<file path="src/rtl/adder_test_pkg.sv">
// Shared definitions for the 16-bit prefix-adder self-test engine:
// operand and table sizes, the sweep FSM encoding, the 17-bit {cout,sum}
// result type and a behavioural reference adder.
package adder_test_pkg;

    localparam int unsigned WIDTH = 16;
    localparam int unsigned N_VEC = 16;
    localparam int unsigned IDX_W = $clog2(N_VEC);
    localparam int unsigned ERR_W = 10;

    typedef enum logic [1:0] {
        IDLE  = 2'd0,
        DRIVE = 2'd1,
        CHECK = 2'd2,
        DONE  = 2'd3
    } state_t;

    typedef struct packed {
        logic             cout;
        logic [WIDTH-1:0] s;
    } result_t;

    // Golden result: {cout,sum} of a + b + cin.
    function automatic result_t add_ref(input logic [WIDTH-1:0] a,
                                        input logic [WIDTH-1:0] b,
                                        input logic             cin);
        logic [WIDTH:0] t;
        t = {1'b0, a} + {1'b0, b} + {{WIDTH{1'b0}}, cin};
        return result_t'(t);
    endfunction

endpackage

</file>
<file path="src/rtl/adder16_bist_vtab.sv">
// Vector table: N_VEC x WIDTH register file with one synchronous write port
// and two combinational read ports (operand A index i, operand B index j).
// Contents are deliberately not reset so a loaded table survives a reset.
//   clk                   : clock
//   we, waddr, wdata      : write port
//   raddr_i, rdata_i_c    : read port for operand A
//   raddr_j, rdata_j_c    : read port for operand B
module adder16_bist_vtab
    import adder_test_pkg::*;
(
    input  logic             clk,
    input  logic             we,
    input  logic [IDX_W-1:0] waddr,
    input  logic [WIDTH-1:0] wdata,
    input  logic [IDX_W-1:0] raddr_i,
    input  logic [IDX_W-1:0] raddr_j,
    output logic [WIDTH-1:0] rdata_i_c,
    output logic [WIDTH-1:0] rdata_j_c
);

    logic [WIDTH-1:0] mem [N_VEC];

    // Write port
    always_ff @(posedge clk) begin
        if (we) begin
            mem[waddr] <= wdata;
        end
    end

    assign rdata_i_c = mem[raddr_i];
    assign rdata_j_c = mem[raddr_j];

endmodule

</file>
<file path="src/rtl/adder16_bist.sv">
// Built-in self-test engine for a 16-bit adder. Sweeps every (table[i],
// table[j]) operand pair with cin=0 then cin=1, holds the adder inputs for
// SETTLE cycles, compares {dut_cout,dut_s} against a behavioural sum and
// reports the error count plus the first failing pair.
//   clk, reset                : clock, synchronous active-high reset
//   start                     : begin a sweep (honoured in IDLE/DONE only)
//   vec_we/vec_addr/vec_wdata : vector table write port (ignored while busy)
//   dut_a, dut_b, dut_cin     : registered drive to the adder under test
//   dut_s, dut_cout           : adder response
//   busy, done, pass          : sweep status
//   err_count                 : number of mismatching pairs
//   ff_valid/ff_i/ff_j/ff_cin/ff_got : first recorded failure
module adder16_bist
    import adder_test_pkg::*;
#(
    parameter int unsigned SETTLE = 2
) (
    input  logic             clk,
    input  logic             reset,
    input  logic             start,
    input  logic             vec_we,
    input  logic [IDX_W-1:0] vec_addr,
    input  logic [WIDTH-1:0] vec_wdata,
    output logic [WIDTH-1:0] dut_a,
    output logic [WIDTH-1:0] dut_b,
    output logic             dut_cin,
    input  logic [WIDTH-1:0] dut_s,
    input  logic             dut_cout,
    output logic             busy,
    output logic             done,
    output logic             pass,
    output logic [ERR_W-1:0] err_count,
    output logic             ff_valid,
    output logic [IDX_W-1:0] ff_i,
    output logic [IDX_W-1:0] ff_j,
    output logic             ff_cin,
    output logic [WIDTH:0]   ff_got
);

    localparam int unsigned      CNT_W   = (SETTLE > 1) ? $clog2(SETTLE) : 1;
    localparam logic [CNT_W-1:0] CNT_END = CNT_W'(SETTLE - 1);
    localparam logic [IDX_W-1:0] IDX_MAX = IDX_W'(N_VEC - 1);

    state_t           state_q, state_d;
    logic [IDX_W-1:0] i_q, i_d, j_q, j_d;
    logic             cin_q, cin_d;
    logic [CNT_W-1:0] cnt_q, cnt_d;

    logic [WIDTH-1:0] dut_a_d, dut_b_d;
    logic             dut_cin_d;
    logic             busy_d, done_d, pass_d;
    logic [ERR_W-1:0] err_d;
    logic             ffv_d, ff_cin_d;
    logic [IDX_W-1:0] ff_i_d, ff_j_d;
    result_t          ff_got_d;

    logic [WIDTH-1:0] rd_i_c, rd_j_c;
    result_t          exp_c, got_c;
    logic             mismatch_c, last_pair_c;

    // Table reads follow the next-pair indices so the operands register
    // on the same edge that the pair starts.
    adder16_bist_vtab u_vtab (
        .clk       (clk),
        .we        (vec_we & ~busy),
        .waddr     (vec_addr),
        .wdata     (vec_wdata),
        .raddr_i   (i_d),
        .raddr_j   (j_d),
        .rdata_i_c (rd_i_c),
        .rdata_j_c (rd_j_c)
    );

    // Next-state and next-output logic
    always_comb begin
        state_d   = state_q;
        i_d       = i_q;
        j_d       = j_q;
        cin_d     = cin_q;
        cnt_d     = cnt_q;
        dut_a_d   = dut_a;
        dut_b_d   = dut_b;
        dut_cin_d = dut_cin;
        err_d     = err_count;
        ffv_d     = ff_valid;
        ff_i_d    = ff_i;
        ff_j_d    = ff_j;
        ff_cin_d  = ff_cin;
        ff_got_d  = result_t'(ff_got);

        exp_c       = add_ref(dut_a, dut_b, dut_cin);
        got_c       = result_t'({dut_cout, dut_s});
        mismatch_c  = (got_c != exp_c);
        last_pair_c = cin_q && (i_q == IDX_MAX) && (j_q == IDX_MAX);

        case (state_q)
            IDLE, DONE: begin
                if (start) begin
                    state_d  = DRIVE;
                    i_d      = '0;
                    j_d      = '0;
                    cin_d    = 1'b0;
                    cnt_d    = '0;
                    err_d    = '0;
                    ffv_d    = 1'b0;
                    ff_i_d   = '0;
                    ff_j_d   = '0;
                    ff_cin_d = 1'b0;
                    ff_got_d = '0;
                end
            end
            DRIVE: begin
                if (cnt_q == CNT_END) begin
                    cnt_d   = '0;
                    state_d = CHECK;
                end else begin
                    cnt_d = cnt_q + CNT_W'(1);
                end
            end
            CHECK: begin
                if (mismatch_c) begin
                    err_d = err_count + ERR_W'(1);
                    if (!ff_valid) begin
                        ffv_d    = 1'b1;
                        ff_i_d   = i_q;
                        ff_j_d   = j_q;
                        ff_cin_d = cin_q;
                        ff_got_d = got_c;
                    end
                end
                // cin outer, i middle, j inner
                if (last_pair_c) begin
                    state_d = DONE;
                end else begin
                    state_d = DRIVE;
                    j_d     = j_q + IDX_W'(1);
                    if (j_q == IDX_MAX) begin
                        i_d = i_q + IDX_W'(1);
                        if (i_q == IDX_MAX) begin
                            cin_d = 1'b1;
                        end
                    end
                end
            end
            default: begin
                state_d = IDLE;
            end
        endcase

        if (state_d == DRIVE) begin
            dut_a_d   = rd_i_c;
            dut_b_d   = rd_j_c;
            dut_cin_d = cin_d;
        end

        busy_d = (state_d == DRIVE) || (state_d == CHECK);
        done_d = (state_d == DONE);
        pass_d = done_d && (err_d == '0);
    end

    // State and output registers
    always_ff @(posedge clk) begin
        if (reset) begin
            state_q   <= IDLE;
            i_q       <= '0;
            j_q       <= '0;
            cin_q     <= 1'b0;
            cnt_q     <= '0;
            dut_a     <= '0;
            dut_b     <= '0;
            dut_cin   <= 1'b0;
            busy      <= 1'b0;
            done      <= 1'b0;
            pass      <= 1'b0;
            err_count <= '0;
            ff_valid  <= 1'b0;
            ff_i      <= '0;
            ff_j      <= '0;
            ff_cin    <= 1'b0;
            ff_got    <= '0;
        end else begin
            state_q   <= state_d;
            i_q       <= i_d;
            j_q       <= j_d;
            cin_q     <= cin_d;
            cnt_q     <= cnt_d;
            dut_a     <= dut_a_d;
            dut_b     <= dut_b_d;
            dut_cin   <= dut_cin_d;
            busy      <= busy_d;
            done      <= done_d;
            pass      <= pass_d;
            err_count <= err_d;
            ff_valid  <= ffv_d;
            ff_i      <= ff_i_d;
            ff_j      <= ff_j_d;
            ff_cin    <= ff_cin_d;
            ff_got    <= ff_got_d;
        end
    end

endmodule

</file>
<file path="config.mk">
export PLATFORM = sky130hd
export DESIGN_NAME = adder16_bist
export DESIGN_NICKNAME = d
export VERILOG_FILES = /design/src/rtl/adder_test_pkg.sv /design/src/rtl/adder16_bist_vtab.sv /design/src/rtl/adder16_bist.sv
export SDC_FILE = /design/constraint.sdc
export NUM_CORES = 1
export LEC_CHECK = 0
export ABC_AREA = 1
export ABC_CLOCK_PERIOD_IN_PS = 2750
export BUFFER_PORTS_ARGS = -buffer_cell sky130_fd_sc_hd__buf_2
export CAP_MARGIN = 20
export CORE_MARGIN = 5
export CORE_UTILIZATION = 55
export CTS_CLUSTER_DIAMETER = 50
export DETAILED_ROUTE_END_ITERATION = 6
export PLACE_DENSITY_LB_ADDON = 0.1
export SYNTH_ARGS = -nofsm -noshare
export SYNTH_HDL_FRONTEND = slang
export SYNTH_SLANG_ARGS = --single-unit
</file>
<file path="constraint.sdc">
create_clock -name clk -period 2.75 [get_ports clk]
set_input_delay 0.55 -clock clk [delete_from_list [all_inputs] [get_ports clk]]
set_output_delay 0.55 -clock clk [all_outputs]
set_load 0.005 [all_outputs]
</file>
==> results.yml, run 1 <==
place:
  dp_cells: 2431
  gp_congestion: 0.9270
  post-dp-hpwl_um: 35400
  numPortBuffers: 113
logic_synthesis:
  yosys_register_bits: 341
  synthAdderAreaFrac: 0.01831
  synthDistinctLibCells: 48
  synthCells: 1873
  synth_compound_area_frac: 0.1820
  synthSimpleGateAreaFrac: 0.1840
  synthXorXnorAreaFrac: 0.009666
  async_reset_ff_frac: 0
  yosysWarningCount: 0
  synth_top_family_by_area: "simple AND/OR/NAND/NOR gates"
  syn_avg_cell_area_sq_um: 9.192
  synthMuxAreaShare: 0
  ys_seq_area_frac: 0.5453
  syn_area_sq_um: 17220
  synth_nets: 1938
  synth_edf_count: 256
  ys.flop_type: "edfxtp_1"
floorplan:
  core_sq_um: 30750
  ios: 114
  dieArea_sq_um: 34940
  die_width_um: 186.9
  start_util: 0.5599
  die_h_um: 186.9
  row_count: 64
clock_network:
  clkTransAtPathRegs_ps: 50
  cts_sinks: 341
  cts_hold_buf: 0
  cts_max_level: 2
  cts_buffers: 41
  clk_latency_ps: 530
  cts_tree: "built"
  clock_path_buffers: 3
  cts_root_buffer: "clkbuf_16"
final_layout:
  drive_gt1_frac: 0.2444
  layout_commonest_cell: "nor2_1"
  final_cell_mix: "314 x nor2_1, 256 x o21ai_0, 256 x edfxtp_1"
  final_nets: 2174
  final_cells: 2537
  fillers: 2311
  area_growth_pct: 24.71
critical_path:
  reg2reg_depth: 21
  cp_num_buf_inv: 4
  path_max_fanout: 6
  cp_common_cell: "nor2_1"
  regToRegSetupSlack_ps: -370
  arrival_ps: 3540
  critical_path_required_ps: 3170
  crit_family: "simple AND/OR/NAND/NOR gates"
  cpMaxStageDelayCell: "fa_2"
  r2r_start: "dut_a[0]"
  critical_path_class: "flip-flop to flip-flop"
  end_kind: "flip-flop"
  critPathLaunchType: "flip-flop"
  worstPathCellList: "inv_2 -> fa_2 -> inv_2 -> fa_2 -> xor2_1 -> nor2_1 -> nand2_1 -> nor2_1 -> nand3_1 -> nor2_2 -> nand2_2 -> nor2_4 -> buf_6 -> nand3_4 -> buf_6 -> nand3_1 -> nand3_2 -> nand2_1 -> nor2_1 -> nand3_1 -> nor2_1"
  max_stage_delay_ps: 440
  r2r-end: "pass"
sta:
  min_period_over_period: 1.134
  max_freq_ghz: 0.3208
  setup_ws_ps: -367.3
  fin_skew_ps: 13.49
  tightest_slew_ps: 534.7
  grt_setup_unrepaired: "yes"
  min_period_ps: 3117
  tns_ps: -8336
  relSlewSlack: 0.6403
  report.final.slew_viol_count: 0
  setup_violations: 38
  finalHoldViolCount: 0
  hold_slack_ps: 291.3
job:
  cap_violations: 0
hold_path:
  holdPathEnd: "ff_got[2]"
  min-delay-start: "dut_s[2]"
  worstHoldPathType: "input pin to flip-flop"
  worstHoldPathCells: 3
global_routing:
  grt_pass1_wl_um: 86530
  grt_pass1_vias: 15620
  antenna_found_initial: 1
  grt-ovfl-total: 0
  grt_max_degree: 72
  grt_use_total: 0.3115
route:
  vias: 16250
  vias_per_cell: 6.404
  drt_iter0_drc: 2433
  route.detailed.drc: 3
  wl_per_cell_um: 22.94
  wl_um: 58210
  first_pass_iters: 7
  drtAntennaViolNets: 0
power:
  swShare: 0.2856
  power.density_nw_per_um2: 676.0
  power_w: 0.01451
  p_leak_nw: 8.360
  seqPwrFrac: 0.404
  switching_power_w: 0.004146
  comb_power_share: 0.229
  ir_drop_mv: 0.5216
  pwr-share-clk: 0.367
  cellInternalPower_w: 0.01037
status:
  violations: "design-rule violations, negative setup slack"
  status: "finished with violations"
## registers in the layout, indices dropped and copies added (netlist names)
register and flops:
busy 1, cin_q 1, cnt_q 1, done 1
dut_a 16, dut_b 16, dut_cin 1, err_count 10
ff_cin 1, ff_got 17, ff_i 4, ff_j 4
ff_valid 1, i_q 4, j_q 4, pass 1
state_q 2, u_vtab.mem 256
## tightest hold or removal path, cell delays in order
cell	delay, ps
buf_2	110
nand3_1	70
a21oi_1	50
## cell usage after synthesis (all sizes together), types with 2 or more instances
cell    count  share of area
a21oi      49          0.015
a22oi       3         0.0019
and2        2        0.00073
buf        39          0.013
clkbuf     88          0.019
clkinv      2        0.00044
dfxtp      85          0.099
edfxtp    256           0.45
fa          2         0.0023
ha         22          0.016
inv       127          0.028
nand2     196          0.046
nand3     160          0.050
nand3b      7         0.0031
nand4      11         0.0044
nor2      346          0.076
nor3        2        0.00058
nor4        2        0.00073
o211ai     44          0.019
o21a        2        0.00087
o21ai     273          0.080
o21bai      2        0.00087
o221ai    118          0.060
o22ai      11         0.0040
or2         3         0.0012
xnor2       3         0.0015
xor2       16         0.0081
## cell type report
type | instances | area (sq um) | area share
antenna | 1 | 2.502 | 0.0001166
clock buffer | 50 | 1060 | 0.04936
clock inverter | 24 | 259.0 | 0.01206
inverter | 129 | 505.5 | 0.02354
multi-input combinational | 1277 | 7182 | 0.3345
sequential | 341 | 9394 | 0.4375
tap | 396 | 495.5 | 0.02308
timing repair buffer | 316 | 2552 | 0.1189
timing repair inverter | 3 | 20.02 | 0.0009324
## metrics by stage
step | utilization | worst slack, ps | area, sq um
after floorplan | - | -32.14 | 17230
after CTS | 0.6811 | -262.7 | 20940
final | 0.6982 | -367.3 | 21470
after global routing | 0.6982 | -534.8 | 21470
after detailed placement | 0.6318 | -293.9 | 19430
after global placement | 0.6318 | -246.2 | 19430
## layer usage
metal,share of wire,wire length [um],global-route usage,up-vias
li1,-,-,-,7200
met1,0.37,21300,0.4067,7651
met2,0.46,27040,0.5090,1174
met3,0.13,7391,0.07186,221
met4,0.043,2484,0.1212,0
met5,0,0,0,-
## cell families (layout without fill, tap and decap cells)
group / after synthesis / in the layout
xor gates and xnor gates: 19 / 19
and+or+nand+nor: 730 / 730
other: 0 / 1
AOI/OAI and AO/OA: 503 / 504
adders and majority gates: 24 / 24
buffers and inverters: 256 / 522
DFF: 341 / 341
## power groups by stage
stage / logic, W / clock network, W / registers, W
finish: 0.00332 / 0.00533 / 0.00586
global route: 0.00362 / 0.00558 / 0.00588
global placement: 0.00301 / 0 / 0.00596
detailed placement: 0.00305 / 0 / 0.00596
CTS: 0.00322 / 0.00535 / 0.00586
floorplan: 0.00159 / 0 / 0.00598
## how the worst max path moves through the flow
stage	from	endpoint	slack [ps]	cells past startpoint
6_report	dut_a[0]	pass	-370	21
5_1_grt	dut_a[0]	pass	-530	21
3_5_place_dp	dut_b[0]	ff_got[5]	-290	19
2_1_floorplan	dut_cin	pass	-30	20
3_3_place_gp	dut_cin	pass	-250	20
4_1_cts	dut_cin	pass	-260	20
## what timing repair did
action | CTS | global route
setup endpoints to repair | 38 | 70
pin swaps | 18 | 44
resized for setup | 28 | 94
gates cloned | 3 | 5
setup buffers | 14 | 16
(Power assumes the default switching activity.)
==> run 2: changes to the inputs <==
--- a/config.mk
+++ b/config.mk
@@ -10,10 +10,11 @@
 export BUFFER_PORTS_ARGS = -buffer_cell sky130_fd_sc_hd__buf_2
 export CAP_MARGIN = 20
 export CORE_MARGIN = 5
-export CORE_UTILIZATION = 55
+export CORE_UTILIZATION = 50
 export CTS_CLUSTER_DIAMETER = 50
 export DETAILED_ROUTE_END_ITERATION = 6
 export PLACE_DENSITY_LB_ADDON = 0.1
+export RECOVER_POWER = 25
 export SYNTH_ARGS = -nofsm -noshare
 export SYNTH_HDL_FRONTEND = slang
 export SYNTH_SLANG_ARGS = --single-unit
==> run 2 against run 1 <==
  * The run ends with negative setup slack left
  * Non-clock buffer count up 6
  * Fmax up 0.14%
  * Global-route usage down 2.0 points
  * Critical endpoint unchanged
==> results.yml, run 2 (synthesis results as in run 1) <==
route:
  drtAntennaViolNets: 0
  route.detailed.drc: 0
  drt_iter0_drc: 2067
  wl_per_cell_um: 23.16
  wl_um: 60320
  vias_per_cell: 6.198
  vias: 16140
  first_pass_iters: 6
global_routing:
  grt_use_total: 0.2918
  antenna_found_initial: 3
  grt_max_degree: 93
  grt-ovfl-total: 0
  grt_pass1_vias: 15090
  grt_pass1_wl_um: 87130
critical_path:
  regToRegSetupSlack_ps: -360
  path_max_fanout: 5
  critical_path_required_ps: 3180
  critPathLaunchType: "flip-flop"
  critical_path_class: "flip-flop to flip-flop"
  end_kind: "flip-flop"
  arrival_ps: 3540
sta:
  setup_ws_ps: -362.9
  tightest_slew_ps: 677.3
  min_period_over_period: 1.132
  fin_skew_ps: 18.34
  tns_ps: -10050
  min_period_ps: 3113
  finalHoldViolCount: 0
  relSlewSlack: 0.5484
  max_freq_ghz: 0.3212
  report.final.slew_viol_count: 0
  grt_setup_unrepaired: "yes"
  setup_violations: 37
final_layout:
  drive_gt1_frac: 0.2464
  top_register: "u_vtab.mem"
  fillers: 2753
  final_cell_mix: "319 x nor2_1, 256 x o21ai_0, 256 x edfxtp_1"
  area_growth_pct: 26.92
  layout_commonest_cell: "nor2_1"
  reg_top3: "u_vtab.mem (256), ff_got (17)"
  largest_register_ffs: 256
  final_nets: 2180
clock_network:
  cts_buffers: 42
  cts_max_level: 2
  clk_latency_ps: 550
  clock_path_buffers: 3
  cts_tree: "built"
  clkTransAtPathRegs_ps: 50
  cts_root_buffer: "clkbuf_16"
  cts_hold_buf: 0
  cts_sinks: 341
floorplan:
  start_util: 0.5021
  die_h_um: 195.6
  ios: 114
  dieArea_sq_um: 38240
  row_count: 68
  core_sq_um: 34290
  die_width_um: 195.6
status:
  status: "finished with violations"
  violations: "negative setup slack"
power:
  power.density_nw_per_um2: 683.3
  p_leak_nw: 8.491
  ir_drop_mv: 0.6186
job:
  cap_violations: 0
place:
  numPortBuffers: 113
  gp_congestion: 0.8802
  place_ws_ps: -359.2
  post-dp-hpwl_um: 35820
hold_path:
  worstHoldPathType: "input pin to flip-flop"
[run 2: cell count changes in the layout (fill, tap and decap cells not counted), moves of 5 or more]
cell / change
buf_2: -12
clkbuf_1: +11
clkbuf_16: +9
buf_6: +8
buf_4: -6
nor2_1: +5
nor2_2: -5
[run 2: worst paths after layout]
kind / from / end / cells after the start
max: dut_cin / pass / 21
max reg2reg: dut_cin / pass / 21
min: dut_s[4] / ff_got[4] / 3
min reg2reg: ff_got[7] / ff_got[7] / 2
[run 2: worst max-delay path: stages, from the launching register on]
cell	delay, ps
dfxtp_2	340
inv_2	50
fa_2	390
inv_2	80
fa_2	430
xor2_1	150
nor2_1	130
nand2_1	70
nor2_1	80
nand3_1	110
nor2_2	110
nand2_2	70
nor2_4	160
buf_4	150
nand3_4	80
buf_4	150
nand3_1	60
nand3_1	90
nand2_1	110
nor2_1	60
nand3_1	80
nor2_1	40
[run 2: where the power goes]
group	internal, W	switching [W]	leakage (nW)
Sequential	0.00574	0.000123	3.00
Clock	0.00341	0.00215	0.684
Combinational	0.00151	0.00200	4.80
Total	0.0107	0.00427	8.49
[run 2: cell type report]
type                       instances  area [sq um]  area share
sequential                       341          9394      0.4299
multi-input combinational       1277          7263      0.3324
timing repair buffer             322          2680      0.1227
clock buffer                      55          1184     0.05417
tap                              455         569.3     0.02605
inverter                         129         509.2     0.02331
clock inverter                    21         224.0     0.01025
timing repair inverter             2         22.52    0.001031
antenna                            2         5.005   0.0002290
[run 2: per-stage QoR]
step	instance area (sq um)	total power (W)	std cells	util	hold WS, ps
2_1_floorplan	17230	0.007574	1873	-	459.8
3_3_place_gp	19430	0.009019	2486	0.5668	447.4
3_5_place_dp	19430	0.009058	2486	0.5668	452.2
4_1_cts	21020	0.01475	2571	0.6130	270.8
5_1_grt	21850	0.01556	2603	0.6372	281.4
6_report	21850	0.01493	2604	0.6373	293.7
[run 2: metal layers]
layer | vias up | wire, um | track usage
li1 | 7212 | - | -
met1 | 7671 | 23400 | 0.4003
met5 | - | 7 | 0
met2 | 1050 | 27850 | 0.4713
met3 | 204 | 6490 | 0.04693
met4 | 2 | 2567 | 0.1076
[run 2: timing repair]
| item | in CTS | in global routing |
|---|---|---|
| endpoints found under the hold margin | 0 | 0 |
| gates resized for setup | 30 | 112 |
| endpoints found under the setup margin | 45 | 69 |
| pin swaps | 15 | 44 |
| gates cloned | 2 | 12 |
| setup buffers | 8 | 21 |
